`config.mk`:
```
export PLATFORM = sky130hd
export DESIGN_NAME = alu_wb_stage
export DESIGN_NICKNAME = d
export VERILOG_FILES = /design/src/rtl/alu_wb_pkg.sv /design/src/rtl/wb_skid_buf.sv /design/src/rtl/alu_wb_stage.sv
export SDC_FILE = /design/constraint.sdc
export NUM_CORES = 1
export LEC_CHECK = 0
export BUFFER_PORTS_ARGS = -buffer_cell sky130_fd_sc_hd__buf_2
export CAP_MARGIN = 20
export CELL_PAD_IN_SITES_DETAIL_PLACEMENT = 1
export CELL_PAD_IN_SITES_GLOBAL_PLACEMENT = 1
export CORE_ASPECT_RATIO = 1.25
export CORE_MARGIN = 3
export CORE_UTILIZATION = 38
export CTS_BUF_LIST = sky130_fd_sc_hd__clkbuf_8
export DETAILED_ROUTE_END_ITERATION = 10
export GPL_TIMING_DRIVEN = 0
export HOLD_SLACK_MARGIN = 0.08
export PLACE_DENSITY_LB_ADDON = 0.12
export SKIP_LAST_GASP = 1
export SYNTH_ARGS = -nofsm -noshare
export SYNTH_HDL_FRONTEND = slang
export SYNTH_SLANG_ARGS = --single-unit
export TNS_END_PERCENT = 50
```
`constraint.sdc`:
```
create_clock -name clk -period 1.8 [get_ports clk]
set_input_delay 0.36 -clock clk [delete_from_list [all_inputs] [get_ports clk]]
set_output_delay 0.36 -clock clk [all_outputs]
set_load 0.01 [all_outputs]
```
`src/rtl/alu_wb_pkg.sv`:
```
`default_nettype none
// ============================================================================
//  Module      : alu_wb_pkg
//  Description : Shared types and constants for the ALU writeback stage:
//                default widths, the buffered entry layout and the branch
//                condition encoding.
//  Revision    : 1.0 - initial release
// ============================================================================
package alu_wb_pkg;

    localparam int N_DEFAULT  = 32;
    localparam int RW_DEFAULT = 5;

    // One writeback entry as held in either buffer slot.
    typedef struct packed {
        logic [N_DEFAULT-1:0]  z;
        logic                  zf;
        logic                  sf;
        logic [RW_DEFAULT-1:0] rd;
        logic                  setf;
    } wb_entry_t;

    // Branch condition codes evaluated against the architectural flags.
    typedef enum logic [1:0] {
        BR_AL = 2'd0,
        BR_EQ = 2'd1,
        BR_NE = 2'd2,
        BR_LT = 2'd3
    } br_cond_t;

endpackage : alu_wb_pkg
`default_nettype wire

```
`src/rtl/wb_skid_buf.sv`:
```
`default_nettype none
// ============================================================================
//  Module      : wb_skid_buf
//  Description : Generic two-entry valid/ready skid buffer. The main slot
//                drives the outputs; the skid slot absorbs one extra entry
//                so in_ready can be a pure register (no out_ready -> in_ready
//                combinational path) while still sustaining one entry per
//                cycle. Strict FIFO ordering.
//  Revision    : 1.0 - initial release
// ============================================================================
module wb_skid_buf
    import alu_wb_pkg::*;
#(
    parameter type ENTRY_T = wb_entry_t
) (
    input  logic   clk,
    input  logic   rst_n,
    input  logic   in_valid,
    output logic   in_ready,
    input  ENTRY_T in_data,
    output logic   out_valid,
    input  logic   out_ready,
    output ENTRY_T out_data
);

    // Occupancy encoding {main_valid, skid_valid}.
    localparam logic [1:0] c_st_empty = 2'b00;
    localparam logic [1:0] c_st_full1 = 2'b10;
    localparam logic [1:0] c_st_full2 = 2'b11;

    logic   main_valid_q, main_valid_d;
    logic   skid_valid_q, skid_valid_d;
    ENTRY_T main_q, main_d;
    ENTRY_T skid_q, skid_d;

    logic   w_accept;
    logic   w_retire;

    assign w_accept = in_valid && !skid_valid_q;
    assign w_retire = main_valid_q && out_ready;

    // Next-state for slot occupancy and contents.
    always_comb begin
        main_valid_d = main_valid_q;
        skid_valid_d = skid_valid_q;
        main_d       = main_q;
        skid_d       = skid_q;
        case ({main_valid_q, skid_valid_q})
            c_st_empty: begin
                if (w_accept) begin
                    main_valid_d = 1'b1;
                    main_d       = in_data;
                end
            end
            c_st_full1: begin
                if (w_retire && w_accept) begin
                    main_d = in_data;
                end else if (w_retire) begin
                    main_valid_d = 1'b0;
                end else if (w_accept) begin
                    skid_valid_d = 1'b1;
                    skid_d       = in_data;
                end
            end
            c_st_full2: begin
                // Skid entry moves up only when main retires, never overtaking.
                if (w_retire) begin
                    main_d       = skid_q;
                    skid_valid_d = 1'b0;
                end
            end
            default: begin
                // {0,1} is unreachable; recover to empty.
                main_valid_d = 1'b0;
                skid_valid_d = 1'b0;
            end
        endcase
    end

    // Slot registers with synchronous active-low reset that discards both entries.
    always_ff @(posedge clk) begin
        if (!rst_n) begin
            main_valid_q <= 1'b0;
            skid_valid_q <= 1'b0;
            main_q       <= '0;
            skid_q       <= '0;
        end else begin
            main_valid_q <= main_valid_d;
            skid_valid_q <= skid_valid_d;
            main_q       <= main_d;
            skid_q       <= skid_d;
        end
    end

    assign in_ready  = !skid_valid_q;
    assign out_valid = main_valid_q;
    assign out_data  = main_q;

endmodule : wb_skid_buf
`default_nettype wire

```
`src/rtl/alu_wb_stage.sv`:
```
`default_nettype none
// ============================================================================
//  Module      : alu_wb_stage
//  Description : Execute-to-writeback stage after the 32-bit ALU. Buffers ALU
//                results through a skid buffer, presents register-file write
//                requests and keeps the architectural zero/sign flags, which
//                are updated when an entry with setf=1 retires.
//                Optional macro ALU_WB_BRANCH_EN enables br_taken evaluation
//                from the flags; otherwise br_taken is tied low.
//  Revision    : 1.0 - initial release
// ============================================================================
module alu_wb_stage
    import alu_wb_pkg::*;
#(
    parameter int N  = N_DEFAULT,   // must match the ALU width
    parameter int RW = RW_DEFAULT
) (
    input  logic          clk,
    input  logic          rst_n,
    input  logic          in_valid,
    output logic          in_ready,
    input  logic [N-1:0]  in_z,
    input  logic          in_zf,
    input  logic          in_sf,
    input  logic [RW-1:0] in_rd,
    input  logic          in_setf,
    output logic          out_valid,
    input  logic          out_ready,
    output logic [N-1:0]  out_z,
    output logic [RW-1:0] out_rd,
    output logic          out_we,
    output logic          flag_zf,
    output logic          flag_sf,
    input  logic [1:0]    br_cond,
    output logic          br_taken
);

    wb_entry_t w_in_entry;
    wb_entry_t w_out_entry;
    logic      w_retire;

    logic      flag_zf_q, flag_zf_d;
    logic      flag_sf_q, flag_sf_d;

    assign w_in_entry.z    = in_z;
    assign w_in_entry.zf   = in_zf;
    assign w_in_entry.sf   = in_sf;
    assign w_in_entry.rd   = in_rd;
    assign w_in_entry.setf = in_setf;

    wb_skid_buf #(
        .ENTRY_T (wb_entry_t)
    ) u_skid (
        .clk       (clk),
        .rst_n     (rst_n),
        .in_valid  (in_valid),
        .in_ready  (in_ready),
        .in_data   (w_in_entry),
        .out_valid (out_valid),
        .out_ready (out_ready),
        .out_data  (w_out_entry)
    );

    assign out_z    = w_out_entry.z;
    assign out_rd   = w_out_entry.rd;
    // Writes to x0 still flow through (and may set flags) but never write.
    assign out_we   = out_valid && (w_out_entry.rd != '0);
    assign w_retire = out_valid && out_ready;

    // Flags follow the retiring entry only when it requests a flag update.
    always_comb begin
        flag_zf_d = flag_zf_q;
        flag_sf_d = flag_sf_q;
        if (w_retire && w_out_entry.setf) begin
            flag_zf_d = w_out_entry.zf;
            flag_sf_d = w_out_entry.sf;
        end
    end

    // Architectural flag register; reset clears rather than applying in-flight entries.
    always_ff @(posedge clk) begin
        if (!rst_n) begin
            flag_zf_q <= 1'b0;
            flag_sf_q <= 1'b0;
        end else begin
            flag_zf_q <= flag_zf_d;
            flag_sf_q <= flag_sf_d;
        end
    end

    assign flag_zf = flag_zf_q;
    assign flag_sf = flag_sf_q;

`ifdef ALU_WB_BRANCH_EN
    br_cond_t w_cond;
    assign w_cond = br_cond_t'(br_cond);

    // Branch resolution straight from the architectural flags.
    always_comb begin
        br_taken = 1'b0;
        case (w_cond)
            BR_AL:   br_taken = 1'b1;
            BR_EQ:   br_taken = flag_zf_q;
            BR_NE:   br_taken = !flag_zf_q;
            BR_LT:   br_taken = flag_sf_q;
            default: br_taken = 1'b0;
        endcase
    end
`else
    // Branch evaluation disabled: condition input is intentionally unused.
    logic w_unused_br_cond;
    assign w_unused_br_cond = ^br_cond;
    assign br_taken         = 1'b0;
`endif

endmodule : alu_wb_stage
`default_nettype wire

```
==> metrics, run 1 <==
outcome finished, violations left; failing checks setup timing; core footprint 0.00981 mm2; vias per cell 4.96; NumNets Final 562; share of layout cells above drive strength 1 0.361; clk_lat worst skew 0.35 ns; # DRC 0; CP required 1.44 ns; post-route minimum period 1.87 ns; Layout Cells excl Fill 647; worst hold path type input port to flip-flop; Min-Delay Path Depth 3; Slew Viols, Final 0; hold slack 0.250 ns; largest net degree at the start of global routing 14; Post-synth EDFFs 0; Cell Area, Synth 0.00390 mm2; endpoints failing setup 1; Clk Tree Root Cell clkbuf_8; first-pass GRT wire length 16.5 mm; Final Hold Viols 0; Hold Crit Endpoint u_skid.skid_q[36]; I/O pin cnt 89; Synth Instances 418; DRT iter0 DRCs 59; die width 96.6 um; worst slew pin tran 0.836 ns; DP Area 0.00449 mm2; initial antenna violation count 0; Post-DP HPWL 7.17 mm; maxcap violations 0; CP startpoint kind flip-flop; R2R depth 5; Antenna Nets Post-Route 0; post-synthesis register bit count 84; register area share after synthesis 0.431; Crit Path Class flip-flop to output port; Cells after DPL 629; Layout area overhead 22.4%; VDD IR-drop max 505 uV; R2R Setup Slk 0.09 ns; Reg-to-Reg Start u_skid.skid_valid_q; Routed wire per std cell 15.3 um; GR Util All Layers 0.178; final core utilization 0.487; Post-Syn Nets 464; unrepaired setup endpoints after global routing yes; starting density of the core 0.398; worst reg2reg path endpoint u_skid.out_data[3]; area share of the largest cell type after synthesis 0.431; total wire length 9.88 mm; crit end category output port; dominant synthesized flop cell dfxtp_1; fmax 0.535 GHz; gpl congestion 0.729; clock buffer count from CTS 9; synthesis warning total 0; worst rel slew slack 0.443; via count 3206; asr flop ratio synth 0; H-Tree Depth 3; vias in the first global route 3439; CTS Buffer Depth 2; clock-pin transition on the worst setup and hold timing paths 0.09 ns; diodes inserted 0; Worst Path Arrival 1.51 ns; top post-synthesis cells by area dfxtp_1, mux2i_1, nand2_1, o211ai_1, buf_4; average cell area after synthesis 9.34 um2; CTS tree yes; GRT Residual Overflow 0; most instantiated cells after synthesis dfxtp_1, nand2_1, mux2i_1; Hold Crit Start in_z[28]; Die H 119 um; port bufs 85; final setup margin -0.0698 ns; die area 0.0115 mm2; # rows 40; PwrDens 897 mW/mm2; top-count cell post-synth dfxtp_1; Worst Skew 0.00642 ns; Synth area leader dfxtp_1; TritonRoute pass-1 iters 4; dpl ws 0.0697 ns; CTS sink cnt 84; worst-path maximum fanout 2; synth unique cells 24; Final period util 1.04; leakage power 2.27 nW; final instance area 0.00478 mm2
[final cells by class]
type                       count  area (um2)
clock buffer                  10         138
clock inverter                 6         128
inverter                       2        7.51
timing repair buffer          87         440
tap                          126         158
multi-input combinational    258        1750
buffer                        74         468
fill                        1194        5030
sequential                    84        1690
[flip-flops by register name, indices dropped and copies added (netlist names)]
| name | flops |
|---|---|
| flag_sf | 1 |
| flag_zf | 1 |
| u_skid.out_data | 40 |
| u_skid.out_valid | 1 |
| u_skid.skid_q | 40 |
| u_skid.skid_valid_q | 1 |
[critical path, cell delays in order, from the launching register on]
cell and delay (ns):
dfxtp_2 0.33, or4_1 0.52, o21a_1 0.18, buf_2 0.13
[metal layers]
metal	share of wire	routed length [um]	vias to the layer above	GRT usage
met3	0.044	435	10	0.0410
met1	0.40	3970	1525	0.189
met4	0.013	132	0	0.0641
met2	0.54	5340	67	0.338
met5	0	0	-	0
li1	-	-	1604	-
[per-stage QoR]
step / power (mW) / TNS [ns]
final: 4.29 / -0.0698
after global routing: 4.50 / -0.522
after CTS: 4.35 / -0.0996
after detailed placement: 2.57 / 0
after global placement: 2.55 / 0
after floorplan: 2.36 / 0
[cells by family after synthesis]
logic type | Yosys count | synth area share
AO/OA/AOI/OAI | 124 | 0.242
buffers and inverters | 76 | 0.120
flip-flops | 84 | 0.431
multiplexers | 43 | 0.110
other | 1 | 0.000961
AND/OR/NAND/NOR | 90 | 0.0965
[how the worst max path moves through the flow]
stage	cells past startpoint	end	startpoint	slack, ns
2_1_floorplan	6	u_skid.out_data[0]	u_skid.out_valid	0.34
3_3_place_gp	5	u_skid.out_data[4]	rst_n	0.1
3_5_place_dp	6	u_skid.out_data[9]	u_skid.out_valid	0.07
4_1_cts	3	out_we	u_skid.out_data[5]	-0.1
5_1_grt	3	out_we	u_skid.out_data[5]	-0.12
6_report	3	out_we	u_skid.out_data[5]	-0.07
[where the power goes]
group          internal, mW  switching (mW)
combinational         0.258           0.278
clock                  1.09           0.675
sequential             1.94          0.0437
total                  3.29           0.997
[cell usage in the layout (no fill, tap or decap), drive strengths merged]
cell type,count
clkbuf,40
o21a,1
nand3,1
nor2b,3
or3b,1
o211a,1
o211ai,40
nand2,82
inv,4
a21boi,41
buf,131
or4,1
conb,1
dfxtp,84
o21ai,41
bufinv,4
nand4bb,1
mux2i,43
and4bb,1
[repair_timing]
item | 4_1_cts | 5_1_grt
setup buffers | 2 | 0
pin swaps | 1 | 0
hold buffers | 0 | 0
setup endpoints to repair | 1 | 42
gates resized for setup | 2 | 16
Note: power is estimated with default switching activity, not from simulation.
==> run 2, diff against run 1 <==
- CORE_ASPECT_RATIO: 1.25 -> 1.4
==> run 2 against run 1 <==
Compared with the run above: the flow still finishes with violations (setup timing); clock skew barely moved; register-to-register slack improved by 0.07 ns; maximum frequency shrank 0.44%; combinational power about the same; power fell by 9.9%; first-iteration DRC count grew 47%; via count increased by 0.90%; clock power decreased by 24%; clock-buffer cell count is 4 higher; final cell count is 1.2% higher; hold slack worse by 0.0033 ns; non-clock buffer count is 1 lower.
==> metrics, run 2 (synthesized netlist as in run 1, its figures left out) <==
Crit Path Class flip-flop to output port (unchanged); crit end category output port (unchanged); TritonRoute pass-1 iters 4 (unchanged); vias per cell 4.94 (was 4.96); register share of total power 0.514 (was 0.463); worst setup path startpoint u_skid.out_data[2] (was u_skid.out_data[5]); final instance area 0.00472 mm2 (was 0.00478 mm2); maxcap violations 0 (unchanged); share of layout cells above drive strength 1 0.365 (was 0.361); Global Route met2 Usage 0.334 (was 0.338); Filler Cell Count 1210 (was 1194); crit path capture out_we (unchanged); worst hold path type input port to flip-flop (unchanged); clk_lat worst skew 0.36 ns (was 0.35 ns); worst rel slew slack 0.486 (was 0.443); Sw Share 0.254 (was 0.233); total wire length 9.80 mm (was 9.88 mm); initial antenna violation count 0 (unchanged); via count 3235 (was 3206); clock-pin transition on the worst setup and hold timing paths 0.08 ns (was 0.09 ns); largest net degree at the start of global routing 13 (was 14); Final period util 1.04 (about the same); DP Area 0.00450 mm2 (was 0.00449 mm2); die area 0.0115 mm2 (about the same); R2R depth 5 (unchanged); met1 Resource Use GR 0.202 (was 0.189); H-Tree Depth 3 (unchanged); Routed wire per std cell 15.0 um (was 15.3 um); starting density of the core 0.392 (was 0.398); fmax 0.532 GHz (was 0.535 GHz); R2R Setup Slk 0.16 ns (was 0.09 ns); final setup margin -0.0782 ns (was -0.0698 ns); Layout area overhead 21.0% (was 22.4%); CTS sink cnt 84 (unchanged); hold slack 0.246 ns (was 0.250 ns); unrepaired setup endpoints after global routing yes (unchanged); outcome finished, violations left (unchanged); Pwr Total 3.86 mW (was 4.29 mW); post-route minimum period 1.88 ns (was 1.87 ns); met3 track demand over resource 0.0269 (was 0.0410); Worst Path Arrival 1.52 ns (was 1.51 ns); slowest CP cell or4_4 (was or4_1); CTS Buffer Depth 2 (unchanged); VDD IR-drop max 379 uV (was 505 uV); slowest stage delay, CP 0.52 ns (about the same); # rows 43 (was 40); Clk Tree Root Cell clkbuf_8 (unchanged); vias in the first global route 3389 (was 3439); GRT Residual Overflow 0 (unchanged); worst reg2reg path endpoint u_skid.out_data[23] (was u_skid.out_data[3]); die width 91.6 um (was 96.6 um); NumNets Final 561 (was 562); Comb power frac 0.139 (was 0.125); worst slew pin tran 0.771 ns (was 0.836 ns); clock power share 0.347 (was 0.412); Net Switching 981 uW (was 997 uW); Worst Skew 0.00628 ns (was 0.00642 ns); Final Hold Viols 0 (unchanged); Die H 126 um (was 119 um); most frequent cells in the layout buf_2, dfxtp_1, nand2_1, mux2i_1, o211ai_1 (was buf_2, nand2_1, dfxtp_1, mux2i_1); Most Crowded Layer GR met2 (unchanged); Cell Int Power 2.88 mW (was 3.29 mW); CTS tree yes (unchanged); Antenna Nets Post-Route 0 (unchanged); FF/Latch Area 0.00168 mm2 (was 0.00169 mm2); Slew Viols, Final 0 (unchanged); port bufs 85 (unchanged); dpl ws 0.0638 ns (was 0.0697 ns); first-pass GRT wire length 16.4 mm (was 16.5 mm); CP Cell Sequence or4_4 > o21a_1 > buf_2 (was or4_1 > o21a_1 > buf_2); DRT iter0 DRCs 87 (was 59); leakage power 2.25 nW (was 2.27 nW); GR Util All Layers 0.180 (was 0.178); # hold bufs at CTS 0 (unchanged); failing checks setup timing (unchanged); area of the multi-input gates 0.00176 mm2 (was 0.00175 mm2); PwrDens 818 mW/mm2 (was 897 mW/mm2); CP required 1.44 ns (about the same); Post-DP HPWL 7.00 mm (was 7.17 mm); Hold Crit Start in_z[0] (was in_z[28]); worst-path maximum fanout 2 (unchanged); commonest non-fill, non-tap cell in the layout buf_2 (unchanged); # DRC 0 (unchanged); Reg-to-Reg Start u_skid.skid_valid_q (unchanged); final core utilization 0.475 (was 0.487); endpoints failing setup 1 (unchanged); gpl congestion 0.767 (was 0.729); I/O pin cnt 89 (unchanged); core footprint 0.00995 mm2 (was 0.00981 mm2); clock buffer count from CTS 9 (unchanged); Min-Delay Path Depth 3 (unchanged); diodes inserted 0 (unchanged); CP startpoint kind flip-flop (unchanged)
[run 2: metrics by stage]
step,TNS (ns),instances
finish,-0.0782,655
global route,-0.121,655
CTS,-0.108,655
detailed placement,0,638
global placement,0,638
floorplan,0,418
[run 2: repair_timing]
action,in CTS,in global routing
setup buffers,1,0
resized for setup,2,23
setup endpoints to repair,1,41
hold endpoints to repair,0,0
[run 2: area by class of cell]
cell class                      count  share of cell area
Multi-Input combinational cell    258               0.372
Sequential cell                    84               0.356
Buffer                             74               0.100
Timing Repair Buffer               86              0.0917
Clock buffer                       14              0.0408
Tap cell                          135              0.0358
Clock inverter                      2             0.00159
Inverter                            2             0.00159
[run 2: worst min path at each step]
stage / end
after floorplan: u_skid.skid_q[10]
after global placement: u_skid.skid_q[12]
after detailed placement: u_skid.skid_q[13]
after CTS: u_skid.skid_q[8]
after global routing: u_skid.skid_q[10]
final: u_skid.skid_q[8]
[run 2: critical path: cells and delay by family, from the launching register on]
kind	cells	cell delay [ns]
AOI/OAI and AO/OA	1	0.18
buffers and inverters	1	0.13
and+or+nand+nor	1	0.52
DFF	1	0.33
[run 2: routing by layer]
metal / vias to the layer above / wire (um)
met1: 1558 / 4060
met3: 12 / 329
met2: 55 / 5230
li1: 1610 / -
met5: - / 0
met4: 0 / 182
[run 2: power groups by stage]
stage	clock network (mW)	registers, mW	logic (mW)
6_report	1.34	1.99	0.537
5_1_grt	1.45	2.00	0.597
4_1_cts	1.38	1.99	0.547
3_5_place_dp	0	2.03	0.541
3_3_place_gp	0	2.03	0.529
2_1_floorplan	0	2.02	0.346
==> run 3, diff against run 2 <==
- CORE_MARGIN: 3 -> unset
- CORE_UTILIZATION: 38 -> 30
==> run 3 against run 2 <==
Compared with the run above: the run still ends with setup timing left; sequential power is essentially flat; largest power group unchanged; largest cell class unchanged; clock-buffer cell count shrank 1; register-to-register slack lost 0.06 ns; critical path depth is the same; critical endpoint unchanged; maximum frequency grew 1.0%; die area grew 17%; via count shrank 1.9%; highest routed layer unchanged.
==> metrics, run 3 (synthesized netlist as in run 1, its figures left out) <==
# hold bufs at CTS 0 (unchanged); area of the multi-input gates 0.00176 mm2 (unchanged); maxcap violations 0 (unchanged); PwrDens 811 mW/mm2 (was 818 mW/mm2); CP startpoint kind flip-flop (unchanged); starting density of the core 0.312 (was 0.392); # rows 48 (was 43); largest net degree at the start of global routing 13 (unchanged); post-route minimum period 1.86 ns (was 1.88 ns); unrepaired setup endpoints after global routing yes (unchanged); clock buffer count from CTS 9 (unchanged); outcome finished, violations left (unchanged); Routed wire per std cell 15.5 um (was 15.0 um); Antenna Nets Post-Route 0 (unchanged); core footprint 0.0125 mm2 (was 0.00995 mm2); share of layout cells above drive strength 1 0.362 (was 0.365); CP required 1.44 ns (about the same); leakage power 2.23 nW (was 2.25 nW); worst-path maximum fanout 2 (unchanged); commonest non-fill, non-tap cell in the layout buf_2 (unchanged); Layout area overhead 21.1% (was 21.0%); DP Area 0.00452 mm2 (was 0.00450 mm2); CTS sink cnt 84 (unchanged); clk_lat worst skew 0.36 ns (about the same); initial antenna violation count 0 (unchanged); Worst Path Arrival 1.50 ns (was 1.52 ns); Final period util 1.03 (was 1.04); TritonRoute pass-1 iters 6 (was 4); most frequent cells in the layout buf_2, nand2_1, dfxtp_1, mux2i_1, o211ai_1 (was buf_2, dfxtp_1, nand2_1, mux2i_1, o211ai_1); Clk Tree Root Cell clkbuf_8 (unchanged); final setup margin -0.0590 ns (was -0.0782 ns); crit end category output port (unchanged); Worst Skew 0.00629 ns (was 0.00628 ns); GRT Residual Overflow 0 (unchanged); port bufs 85 (unchanged); R2R depth 5 (unchanged); Die H 137 um (was 126 um); Reg-to-Reg Start u_skid.skid_valid_q (unchanged); worst reg2reg path endpoint u_skid.out_data[39] (was u_skid.out_data[23]); Hold Crit Start in_z[2] (was in_z[0]); worst rel slew slack 0.446 (was 0.486); die area 0.0135 mm2 (was 0.0115 mm2); Layout Cells excl Fill 669 (was 655); GR Util All Layers 0.163 (was 0.180); worst hold path type input port to flip-flop (unchanged); diodes inserted 0 (unchanged); VDD IR-drop max 443 uV (was 379 uV); Hold Crit Endpoint u_skid.skid_q[10] (was u_skid.skid_q[8]); R2R Setup Slk 0.10 ns (was 0.16 ns); NumNets Final 561 (unchanged); fmax 0.538 GHz (was 0.532 GHz); FF/Latch Area 0.00169 mm2 (was 0.00168 mm2); Filler Cell Count 1549 (was 1210); # DRC 0 (unchanged); vias in the first global route 3272 (was 3389); I/O pin cnt 89 (unchanged); H-Tree Depth 3 (unchanged); gpl congestion 0.718 (was 0.767); via count 3175 (was 3235); Crit Path Class flip-flop to output port (unchanged); CTS Buffer Depth 2 (unchanged); first-pass GRT wire length 16.7 mm (was 16.4 mm); final instance area 0.00473 mm2 (was 0.00472 mm2); clock-pin transition on the worst setup and hold timing paths 0.08 ns (about the same); Min-Delay Path Depth 3 (unchanged); die width 98.4 um (was 91.6 um); endpoints failing setup 1 (unchanged); vias per cell 4.75 (was 4.94); total wire length 10.4 mm (was 9.80 mm); Slew Viols, Final 0 (unchanged); Final Hold Viols 0 (unchanged); worst slew pin tran 0.831 ns (was 0.771 ns); failing checks setup timing (unchanged); hold slack 0.251 ns (was 0.246 ns); CTS tree yes (unchanged); DRT iter0 DRCs 72 (was 87); final core utilization 0.378 (was 0.475); Post-DP HPWL 7.37 mm (was 7.00 mm); Cells after DPL 653 (was 638)
## run 3: cell count changes in the layout (fill, tap and decap cells not counted)
cell,before,now
dfxtp_2,1,3
clkbuf_1,19,23
dfxtp_1,83,81
inv_1,4,3
clkbuf_8,14,13
clkinv_2,0,1
clkbuf_2,11,7
## run 3: area by class of cell
| cell class | count | area share |
|---|---|---|
| Multi-Input combinational cell | 258 | 0.372 |
| Sequential cell | 84 | 0.357 |
| Buffer | 74 | 0.0990 |
| Timing Repair Buffer | 86 | 0.0916 |
| Tap cell | 150 | 0.0397 |
| Clock buffer | 13 | 0.0379 |
| Clock inverter | 2 | 0.00185 |
| Inverter | 2 | 0.00159 |
## run 3: worst max path at each step
stage	from	endpoint	cells past startpoint
finish	u_skid.out_data[4]	out_we	3
global route	u_skid.out_data[4]	out_we	3
CTS	u_skid.out_data[4]	out_we	3
detailed placement	u_skid.out_valid	u_skid.out_data[10]	6
global placement	rst_n	u_skid.out_data[4]	5
floorplan	u_skid.out_valid	u_skid.out_data[0]	6
## run 3: stage by stage
stage	setup WS [ns]	TNS [ns]	total power [mW]
after detailed placement	0.0556	0	2.58
after CTS	-0.0938	-0.0938	3.89
after floorplan	0.340	0	2.36
final	-0.0590	-0.0590	3.84
after global routing	-0.120	-0.771	4.02
after global placement	0.0557	0	2.56
## run 3: power by group
part           internal (mW)  total [mW]  switching [mW]
sequential              1.94        1.99          0.0431
clock                  0.639        1.31           0.669
combinational          0.259       0.543           0.283
total                   2.84        3.84           0.995
## run 3: what timing repair did
item,in CTS,in global routing
setup endpoints to repair,1,42
gates resized for setup,2,16
pin swaps,1,0
setup buffers,1,0
## run 3: worst max-delay path: stages, from the launching register on
cell	delay, ns
dfxtp_2	0.33
or4_4	0.52
o21a_1	0.17
buf_2	0.13
## run 3: metal layers
metal	routed length [um]	share of wire	GRT usage	vias to the layer above
li1	-	-	-	1601
met2	5510	0.53	0.315	58
met4	113	0.011	0.0547	0
met3	387	0.037	0.0322	8
met5	0	0	0	-
met1	4340	0.42	0.176	1508
